[src/rtl/prog_dumper_pkg.sv]
// Shared constants and types for the program dump/load path.
package prog_dumper_pkg;

    localparam int ADR_WIDTH       = 21;
    localparam int UART_DATA_BITS  = 8;
    localparam int UART_STOP_BITS  = 1;
    localparam int UART_FRAME_BITS = 1 + UART_DATA_BITS + UART_STOP_BITS;

    typedef enum logic [1:0] {
        ST_IDLE  = 2'd0,
        ST_FETCH = 2'd1,
        ST_SEND  = 2'd2,
        ST_NEXT  = 2'd3
    } dump_state_t;

    // Saturating address step: never moves past the final address.
    function automatic logic [ADR_WIDTH-1:0] adr_inc(
        input logic [ADR_WIDTH-1:0] a,
        input logic [ADR_WIDTH-1:0] last
    );
        return (a == last) ? a : a + ADR_WIDTH'(1);
    endfunction

endpackage

[src/rtl/prog_dumper_if.sv]
// Memory read bus between the dumper and the external program memory.
interface prog_dumper_if;
    import prog_dumper_pkg::*;

    logic [ADR_WIDTH-1:0]      adr;
    logic                      read;
    logic [UART_DATA_BITS-1:0] data;

    modport master (output adr, output read, input data);
    modport slave  (input adr, input read, output data);
endinterface

[src/rtl/prog_dumper_uart_tx.sv]
// 8N1 UART serializer. idle is high whenever a new go is accepted,
// including the final stop-bit cycle, so frames can run back to back.
module uart_tx
    import prog_dumper_pkg::*;
#(
    parameter int CLK_DIV = 104
) (
    input  logic                      clk,
    input  logic                      reset,
    input  logic [UART_DATA_BITS-1:0] tx_byte,
    input  logic                      go,
    output logic                      tx,
    output logic                      idle
);

    localparam int BW = $clog2(CLK_DIV);
    localparam logic [BW-1:0] BAUD_LAST = BW'(CLK_DIV - 1);
    localparam logic [BW-1:0] BAUD_PRE  = BW'(CLK_DIV - 2);
    localparam logic [3:0]    BIT_STOP  = 4'(UART_FRAME_BITS - 1);
    localparam logic [3:0]    BIT_LASTD = 4'(UART_DATA_BITS);

    logic                      r_active;
    logic                      r_idle;
    logic                      r_tx;
    logic [BW-1:0]             r_baud;
    logic [3:0]                r_bit;
    logic [UART_DATA_BITS-1:0] r_shift;

    // Baud/bit sequencing and shift register for one frame.
    always_ff @(posedge clk or posedge reset) begin
        if (reset) begin
            r_active <= 1'b0;
            r_idle   <= 1'b1;
            r_tx     <= 1'b1;
            r_baud   <= '0;
            r_bit    <= 4'd0;
            r_shift  <= '0;
        end else if (go && r_idle) begin
            r_active <= 1'b1;
            r_idle   <= 1'b0;
            r_tx     <= 1'b0;
            r_baud   <= '0;
            r_bit    <= 4'd0;
            r_shift  <= tx_byte;
        end else if (r_active) begin
            if (r_baud == BAUD_LAST) begin
                r_baud <= '0;
                if (r_bit == BIT_STOP) begin
                    r_active <= 1'b0;
                    r_tx     <= 1'b1;
                    r_bit    <= 4'd0;
                end else begin
                    r_bit <= r_bit + 4'd1;
                    if (r_bit == BIT_LASTD) begin
                        r_tx <= 1'b1;
                    end else begin
                        r_tx    <= r_shift[0];
                        r_shift <= r_shift >> 1;
                    end
                end
            end else begin
                r_baud <= r_baud + BW'(1);
            end
            if ((r_bit == BIT_STOP) && (r_baud == BAUD_PRE)) begin
                r_idle <= 1'b1;
            end
        end
    end

    assign tx   = r_tx;
    assign idle = r_idle;

endmodule

[src/rtl/prog_dumper.sv]
// Reads memory from address 0 to LAST_ADR and streams each byte out as 8N1.
module prog_dumper
    import prog_dumper_pkg::*;
#(
    parameter int                   CLK_DIV   = 104,
    parameter int                   READ_WAIT = 3,
    parameter logic [ADR_WIDTH-1:0] LAST_ADR  = 21'h1FFFFF
) (
    input  logic          clk,
    input  logic          reset,
    input  logic          start,
    prog_dumper_if.master mem,
    output logic          tx,
    output logic          busy,
    output logic          done
);

    localparam int WW = $clog2(READ_WAIT + 1);
    localparam logic [WW-1:0] WAIT_LAST = WW'(READ_WAIT - 1);

    dump_state_t          r_state;
    dump_state_t          w_next;
    logic [ADR_WIDTH-1:0] r_adr;
    logic [WW-1:0]        r_wait;
    logic                 r_read;
    logic                 r_busy;
    logic                 r_done;
    logic                 w_go;
    logic                 w_last_adr;
    logic                 w_uart_idle;
    logic                 w_uart_tx;

    assign w_last_adr = (r_adr == LAST_ADR);

    // Next-state decode; go fires on the last FETCH cycle so the start bit
    // appears on the first SEND cycle.
    always_comb begin
        w_next = r_state;
        w_go   = 1'b0;
        case (r_state)
            ST_IDLE: begin
                if (start) w_next = ST_FETCH;
                else       w_next = ST_IDLE;
            end
            ST_FETCH: begin
                if (r_wait == WAIT_LAST) begin
                    w_next = ST_SEND;
                    w_go   = 1'b1;
                end else begin
                    w_next = ST_FETCH;
                end
            end
            ST_SEND: begin
                if (w_uart_idle) w_next = ST_NEXT;
                else             w_next = ST_SEND;
            end
            ST_NEXT: begin
                if (w_last_adr) w_next = ST_IDLE;
                else            w_next = ST_FETCH;
            end
            default: w_next = ST_IDLE;
        endcase
    end

    // State register.
    always_ff @(posedge clk or posedge reset) begin
        if (reset) r_state <= ST_IDLE;
        else       r_state <= w_next;
    end

    // Address counter, read-wait counter and registered strobes.
    always_ff @(posedge clk or posedge reset) begin
        if (reset) begin
            r_adr  <= '0;
            r_wait <= '0;
            r_read <= 1'b0;
            r_busy <= 1'b0;
            r_done <= 1'b0;
        end else begin
            r_read <= (w_next == ST_FETCH);
            r_done <= (r_state == ST_SEND) && (w_next == ST_NEXT) && w_last_adr;
            case (r_state)
                ST_IDLE: begin
                    if (start) begin
                        r_adr  <= '0;
                        r_busy <= 1'b1;
                        r_wait <= '0;
                    end
                end
                ST_FETCH: begin
                    if (w_next == ST_FETCH) r_wait <= r_wait + WW'(1);
                    else                    r_wait <= '0;
                end
                ST_NEXT: begin
                    r_wait <= '0;
                    if (w_last_adr) r_busy <= 1'b0;
                    else            r_adr  <= adr_inc(r_adr, LAST_ADR);
                end
                default: ;
            endcase
        end
    end

    uart_tx #(.CLK_DIV(CLK_DIV)) u_uart_tx (
        .clk     (clk),
        .reset   (reset),
        .tx_byte (mem.data),
        .go      (w_go),
        .tx      (w_uart_tx),
        .idle    (w_uart_idle)
    );

    assign mem.adr  = r_adr;
    assign mem.read = r_read;
    assign tx       = w_uart_tx;
    assign busy     = r_busy;
    assign done     = r_done;

endmodule

[src/flat_wrapper.sv]
// flat-port wrapper written by rule: the top's interface ports become plain ports
module prog_dumper_flat import prog_dumper_pkg::*;
#(
    parameter int                   CLK_DIV   = 104,
    parameter int                   READ_WAIT = 3,
    parameter logic [ADR_WIDTH-1:0] LAST_ADR  = 21'h1FFFFF
)
  (clk, reset, start, tx, busy, done, mem_adr, mem_read, mem_data);
  prog_dumper_if mem_i ();
  input  logic clk;
  input  logic reset;
  input  logic start;
  output logic tx;
  output logic busy;
  output logic done;
  output wire logic [$bits(mem_i.adr)-1:0] mem_adr;
  output wire logic [$bits(mem_i.read)-1:0] mem_read;
  input wire logic [$bits(mem_i.data)-1:0] mem_data;
  assign mem_adr = mem_i.adr;
  assign mem_read = mem_i.read;
  assign mem_i.data = mem_data;
  prog_dumper #(.CLK_DIV(CLK_DIV), .READ_WAIT(READ_WAIT), .LAST_ADR(LAST_ADR)) u_core (.clk(clk), .reset(reset), .start(start), .mem(mem_i), .tx(tx), .busy(busy), .done(done));
endmodule
[config.mk]
export PLATFORM = sky130hd
export DESIGN_NAME = prog_dumper_flat
export DESIGN_NICKNAME = d
export VERILOG_FILES = /design/src/rtl/prog_dumper_pkg.sv /design/src/rtl/prog_dumper_if.sv /design/src/rtl/prog_dumper_uart_tx.sv /design/src/rtl/prog_dumper.sv /design/src/flat_wrapper.sv
export SDC_FILE = /design/constraint.sdc
export NUM_CORES = 1
export LEC_CHECK = 0
export ABC_CLOCK_PERIOD_IN_PS = 1900
export CORE_ASPECT_RATIO = 1.4
export CORE_MARGIN = 4
export CORE_UTILIZATION = 39
export CTS_BUF_LIST = sky130_fd_sc_hd__clkbuf_8
export DETAILED_ROUTE_END_ITERATION = 8
export GPL_ROUTABILITY_DRIVEN = 0
export PLACE_DENSITY_LB_ADDON = 0.2
export SKIP_CTS_REPAIR_TIMING = 1
export SYNTH_ARGS = -nofsm -noshare
export SYNTH_HDL_FRONTEND = slang
export SYNTH_HIERARCHICAL = 1
export SYNTH_SLANG_ARGS = --single-unit
[constraint.sdc]
create_clock -name clk -period 1.9 [get_ports clk]
set_clock_uncertainty 0.15 [all_clocks]
set_input_delay 0.38 -clock clk [delete_from_list [all_inputs] [get_ports clk]]
set_output_delay 0.38 -clock clk [all_outputs]
set_load 0.05 [all_outputs]
; Yosys cells after proc, flatten, opt, wreduce, memory -nomap -nowiden
; Index checks and enable logic that the tools add are counted.
[classes]
n_addsub = 4
eq_ne = 16
mux = 40
n_reduce_logical = 16
[ops]
columns = op, count
row1 = 21-bit two-way mux, 2
row2 = 21-bit case mux with 2 select lines, 1
row3 = 8-bit two-way mux, 5
row4 = 21-bit by 1-bit adder with 21-bit output (second input constant), 1
row5 = 21-bit equality test (second input constant), 1
row6 = 7-bit two-way mux, 3
row7 = 1-bit two-way mux, 19
row8 = 4-bit two-way mux, 4
row9 = 7-bit equality test (second input constant), 2
row10 = 2-bit equality test (second input constant), 4
row11 = 4-bit equality test (second input constant), 2
row12 = 2-bit inequality test (second input constant), 4
row13 = 2-bit case mux with 4 select lines, 1
row14 = 2-bit nonzero test, 4
row15 = 7-bit by 1-bit adder with 7-bit output (second input constant), 1
row16 = 2-bit two-way mux, 3
row17 = 2-bit case mux with 3 select lines, 1
row18 = 2-bit AND reduction, 3
row19 = 3-bit AND reduction, 2
row20 = 4-bit by 1-bit adder with 4-bit output (second input constant), 1
row21 = 2-bit by 1-bit equality test with 1-bit output (second input constant), 2
row22 = 1-bit logical AND, 4
row23 = 4-bit AND reduction, 1
row24 = 3-bit nonzero test, 1
row25 = other kinds (4), 4
[totals]
ff_bits = 50
inputBits = 11
output_inout_bits = 25
wordCells = 88

; Logic depth before layout (Yosys ltp)
[depth]
depth_word = 6
ltp_mapped = 8
mapped_depth_nobuf = 7

; By module
; The synthesis kept the hierarchy.
[by_module_without_submodules]
columns = mod, n_inst, cells_each, area_each_um2, seq_area_each_um2
row1 = prog_dumper, 1, 170, 1630.3, 700.7
row2 = uart_tx, 1, 132, 1208.7, 553.0

; Worst setup path before layout
; OpenSTA, ideal clock, no wires.
[synth_path]
kind = register to register
startpoint = register u_core.r_adr[1], in the netlist u_core/mem.adr[1]
endpoint = register u_core.r_adr[1], in the netlist u_core/mem.adr[1]
setup_ps = 123
arrival_ps = 1993
required_time_ps = 1627
slack_ps = -366
stages_incl_launch_ff = 8
n_path_buf = 2
period_less_slack_ps = 2266
path_cell_list = dfrtp_1 ha_1 and2_1 and4_1 buf_2 buf_6 nand2_1 o221a_1
[synth_between]
elab_chain_len = 3
word_cells_on_any_way = 6
classes_between = add/sub (1) / eq/ne (2) / mux (2) / reduce/logical (1)
[synth_rtl]
columns = item, line_no
row1 = start: declaration, prog_dumper.sv:23  ; logic [ADR_WIDTH-1:0] r_adr;
row2 = start signal: assignment, prog_dumper.sv:97  ; else r_adr <= adr_inc(r_adr, LAST_ADR);
row3 = 21-bit by 1-bit adder with 21-bit output / 21-bit equality test (equally long branches), "prog_dumper_pkg.sv:21, prog_dumper.sv:33"
row4 = 21-bit two-way mux / 2-bit inequality test (equally long branches), n/a
row5 = 21-bit case mux with 2 select lines / 3-bit AND reduction (equally long branches), n/a
; Parallel ways exist; a longest one is shown, timed or not. The select of a mux whose other input is x is not followed.
; A chain may end at the register's enable or synchronous reset.

; Final worst setup path
[layout_path]
startpoint = register u_core.r_adr[0], in the netlist u_core/mem.adr[0]
endpoint = register u_core.r_adr[19], in the netlist u_core/mem.adr[19]
; The elaborated chain is that of the path after synthesis.

==> results.txt <==
----------------------------------------------------
[Detailed routing]
  Number of DRC markers after the initial detailed-route iteration ... 134
  Top layer used by detailed routing ... met4
  Via count normalized by instance count ... 5.33
  Routed wire length per instance ... 14.7 um
  Detailed-routing wirelength on met1 ... 2750 um
  DRT Wirelength ... 6880 um
  Vias after detailed routing ... 2491
  Routed length on met3 ... 233 um
  Number of search-and-repair iterations in the first detailed-routing pass ... 4
  Antenna Nets Post-Route ... 0
  Routed length on met2 ... 3770 um
  Residual DRC count ... 0

[Placed design]
  Detailed Place HPWL ... 5020 um
  IO buf count ... 35

[Yosys]
  Number of unique standard cell types used by synthesis ... 51
  Post-synthesis area per instance ... 9.40 um2
  Yosys warning total ... 6
  Count of state elements after synthesis ... 50
  Post-synthesis cell count ... 302
  Post-Syn Area ... 2840 um2
  Total nets after synthesis ... 320
  Post-synthesis sequential area ratio ... 44.2%

[Floorplan]
  Starting utilization of the core area ... 40.4%
  Vert. Die Dim ... 109 um
  Num rows ... 36
  Core Area ... 7030 um2
  Area of the die ... 8730 um2
  Horizontal die dimension ... 80.1 um
  IO Pins ... 36

[Global route]
  Wire length of the first global-routing pass ... 11800 um
  Vias in the first global route ... 2563
  Pin count of the biggest net entering global routing ... 29
  Final global-route overflow total ... 0
  Initial antenna violation count ... 0
  Global Route Usage Sum ... 17.0%

[Critical path]
  Required arrival time at the worst endpoint ... 1.98 ns
  Reg-to-reg setup timing slack ... 0.02 ns
  Number of cells on the worst reg-to-reg path ... 6
  Data arrival time of the worst path ... 1.95 ns
  Reg2Reg Launch Point ... u_core/mem.adr[0]
  Worst-path fanout max ... 6
  Startpoint kind of the worst setup timing path ... flip-flop
  R2R Path End ... u_core/mem.adr[19]
  CP Class ... reg2reg
  Critical Path Sink Type ... flip-flop

[Power and ir drop]
  Maximum VDD drop ... 447 uV
  Cell area power density ... 466 nW/um2
  Total Power ... 0.00176 W
  LEAKAGE ... 1.67 nW

[Timing]
  Final period demand of the worst path ... 1.88 ns
  Setup_tns ... 0 ns
  Max-slew violations ... 0
  Finish-stage setup viols ... 0
  Hold violation total from the final report ... 0
  Worst-margin pin slew ... 0.364 ns
  Tightest hold margin ... 0.279 ns
  RSZ-0062 raised after global routing ... yes
  Crit share post-route ... 98.8%
  Slew Limit Headroom ... 75.1%
  Fmax achieved ... 532 MHz

[Clock tree]
  H-tree depth reported by CTS ... 2
  Reg clk slew, reported paths ... 0.09 ns
  CTS tree ... done
  Clock buffers created by TritonCTS ... 5
  Number of sinks on the clock net ... 50
  Clk Tree Root Cell ... sky130_fd_sc_hd__clkbuf_8
  Worst-skew pair later-pin latency ... 0.31 ns
  Clk buf depth ... 2

[Finish]
  Antenna diodes ... 0
  Share of final-layout standard cells stronger than drive strength 1 ... 34.7%
  Count of nets after finishing ... 389
  Area Growth Syn to Fin ... 33.1%
  Filler instances ... 679

[Run]
  MaxCap Viol Count ... 0

[Hold path]
  Classification of the worst-slack hold path ... in2async

[Status]
  Outcome ... finished, final reports clean

----------------------------------------------------
==> logic make-up after synthesis <==
family	share of synthesized area, %
AOI/OAI and AO/OA	13.6
buffers and inverters	4.63
muxes	6.70
DFF	44.2
adders and majority gates	3.08
xor gates and xnor gates	0.617
and+or+nand+nor	27.2
==> cell usage in the layout, fill, tap and decap left out, types with 3 or more instances in the layout <==
master | Yosys | routed
sky130_fd_sc_hd__buf_4 | 4 | 59
sky130_fd_sc_hd__a2111oi_4 | 0 | 3
sky130_fd_sc_hd__nor3_1 | 4 | 4
sky130_fd_sc_hd__dfrtp_1 | 48 | 27
sky130_fd_sc_hd__clkdlybuf4s50_1 | 0 | 10
sky130_fd_sc_hd__or2_2 | 9 | 9
sky130_fd_sc_hd__nor2_1 | 8 | 7
sky130_fd_sc_hd__clkbuf_8 | 0 | 5
sky130_fd_sc_hd__nand2_1 | 59 | 59
sky130_fd_sc_hd__inv_1 | 10 | 11
sky130_fd_sc_hd__or3_1 | 3 | 3
sky130_fd_sc_hd__and3_1 | 5 | 5
sky130_fd_sc_hd__and4_4 | 0 | 3
sky130_fd_sc_hd__dfrtp_2 | 0 | 21
sky130_fd_sc_hd__nand4_1 | 13 | 13
sky130_fd_sc_hd__ha_1 | 7 | 6
sky130_fd_sc_hd__o211ai_1 | 6 | 6
sky130_fd_sc_hd__mux2i_1 | 19 | 19
sky130_fd_sc_hd__a211oi_1 | 4 | 3
sky130_fd_sc_hd__a21oi_1 | 21 | 21
sky130_fd_sc_hd__buf_12 | 0 | 8
sky130_fd_sc_hd__nand3_1 | 17 | 17
sky130_fd_sc_hd__o21ai_0 | 6 | 6
==> layer usage <==
metal,up-vias,global-route usage [%]
li1,1223,-
met1,1213,18.4
met2,45,32.3
met3,10,2.89
met4,0,6.52
met5,-,0
==> critical path, stage by stage, from the launching register on <==
cell                        delay [ns]
sky130_fd_sc_hd__dfrtp_2          0.43
sky130_fd_sc_hd__ha_4             0.16
sky130_fd_sc_hd__and2_4           0.15
sky130_fd_sc_hd__and4_4           0.17
sky130_fd_sc_hd__buf_8            0.14
sky130_fd_sc_hd__a2111oi_4        0.38
sky130_fd_sc_hd__mux2i_1          0.21
==> state kept, by name, indices dropped and copies added (netlist names) <==
name,cells
u_core/busy,1
u_core/u_uart_tx/tx,1
u_core/r_wait,2
u_core/u_uart_tx/r_active,1
u_core/u_uart_tx/idle,1
u_core/u_uart_tx/r_shift,8
u_core/u_uart_tx/r_bit,4
u_core/mem.read,1
u_core/r_state,2
u_core/done,1
u_core/mem.adr,21
u_core/u_uart_tx/r_baud,7
==> worst max path at each step <==
stage,end,depth (start not counted),slack [ns],start
global route,u_core/mem.adr[19],6,-0.04,u_core/mem.adr[0]
finish,u_core/mem.adr[19],6,0.02,u_core/mem.adr[0]
global placement,u_core/mem.adr[20],5,-0.16,start
floorplan,u_core/mem.adr[10],7,-0.1,u_core/mem.adr[1]
CTS,u_core/mem.adr[17],6,0.009,u_core/mem.adr[5]
detailed placement,u_core/mem.adr[20],5,-0.20,start
==> synth_stat cells (all sizes together) <==
master	number	area [um2]
nand2	60	233
dfrtp	48	1200
a21oi	21	105
mux2i	19	190
nand3	17	85.1
nand4	15	115
inv	10	37.5
buf	9	67.6
or2	9	56.3
nor2	8	30.0
o21ai	8	40.0
clkbuf	7	26.3
ha	7	87.6
o211ai	6	45.0
a2111oi	5	62.6
a211oi	5	42.5
and2	5	31.3
and3	5	31.3
and4	5	45.0
nor3	5	36.3
or3	3	18.8
dfstp	2	52.6
nand2b	2	12.5
nand3b	2	15.0
nor4	2	12.5
o31ai	2	15.0
xor2	2	17.5
a22oi	1	7.51
a31o	1	8.76
a31oi	1	6.26
and4bb	1	12.5
nand4b	1	8.76
nor2b	1	6.26
nor3b	1	7.51
nor4b	1	8.76
o21a	1	7.51
o21bai	1	7.51
o221a	1	11.3
o311ai	1	26.3
or4	1	7.51
==> stage by stage <==
step | util, % | std cells | cell area (um2) | setup WS [ns]
floorplan | - | 302 | 2930 | -0.0984
global placement | 51.7 | 458 | 3630 | -0.156
detailed placement | 51.7 | 458 | 3630 | -0.197
CTS | 52.9 | 466 | 3720 | 0.00904
global route | 53.8 | 467 | 3780 | -0.0390
finish | 53.8 | 467 | 3780 | 0.0219
==> report_power, final <==
group / switching [W] / internal, W
Clock: 0.000351 / 0.000251
Combinational: 0.0000476 / 0.0000379
Sequential: 0.00000670 / 0.00107
Total: 0.000406 / 0.00136
==> final cells by class <==
type	count	area, um2	area share [%]
clock buffers	5	68.8	1.82
flip-flops and latches	50	1280	33.9
repair buffers	78	718	19.0
multi-input cells	226	1540	40.8
well taps	95	119	3.15
inverters	10	37.5	0.993
clock inverters	3	13.8	0.364
Note: power is estimated with default switching activity, not from simulation.
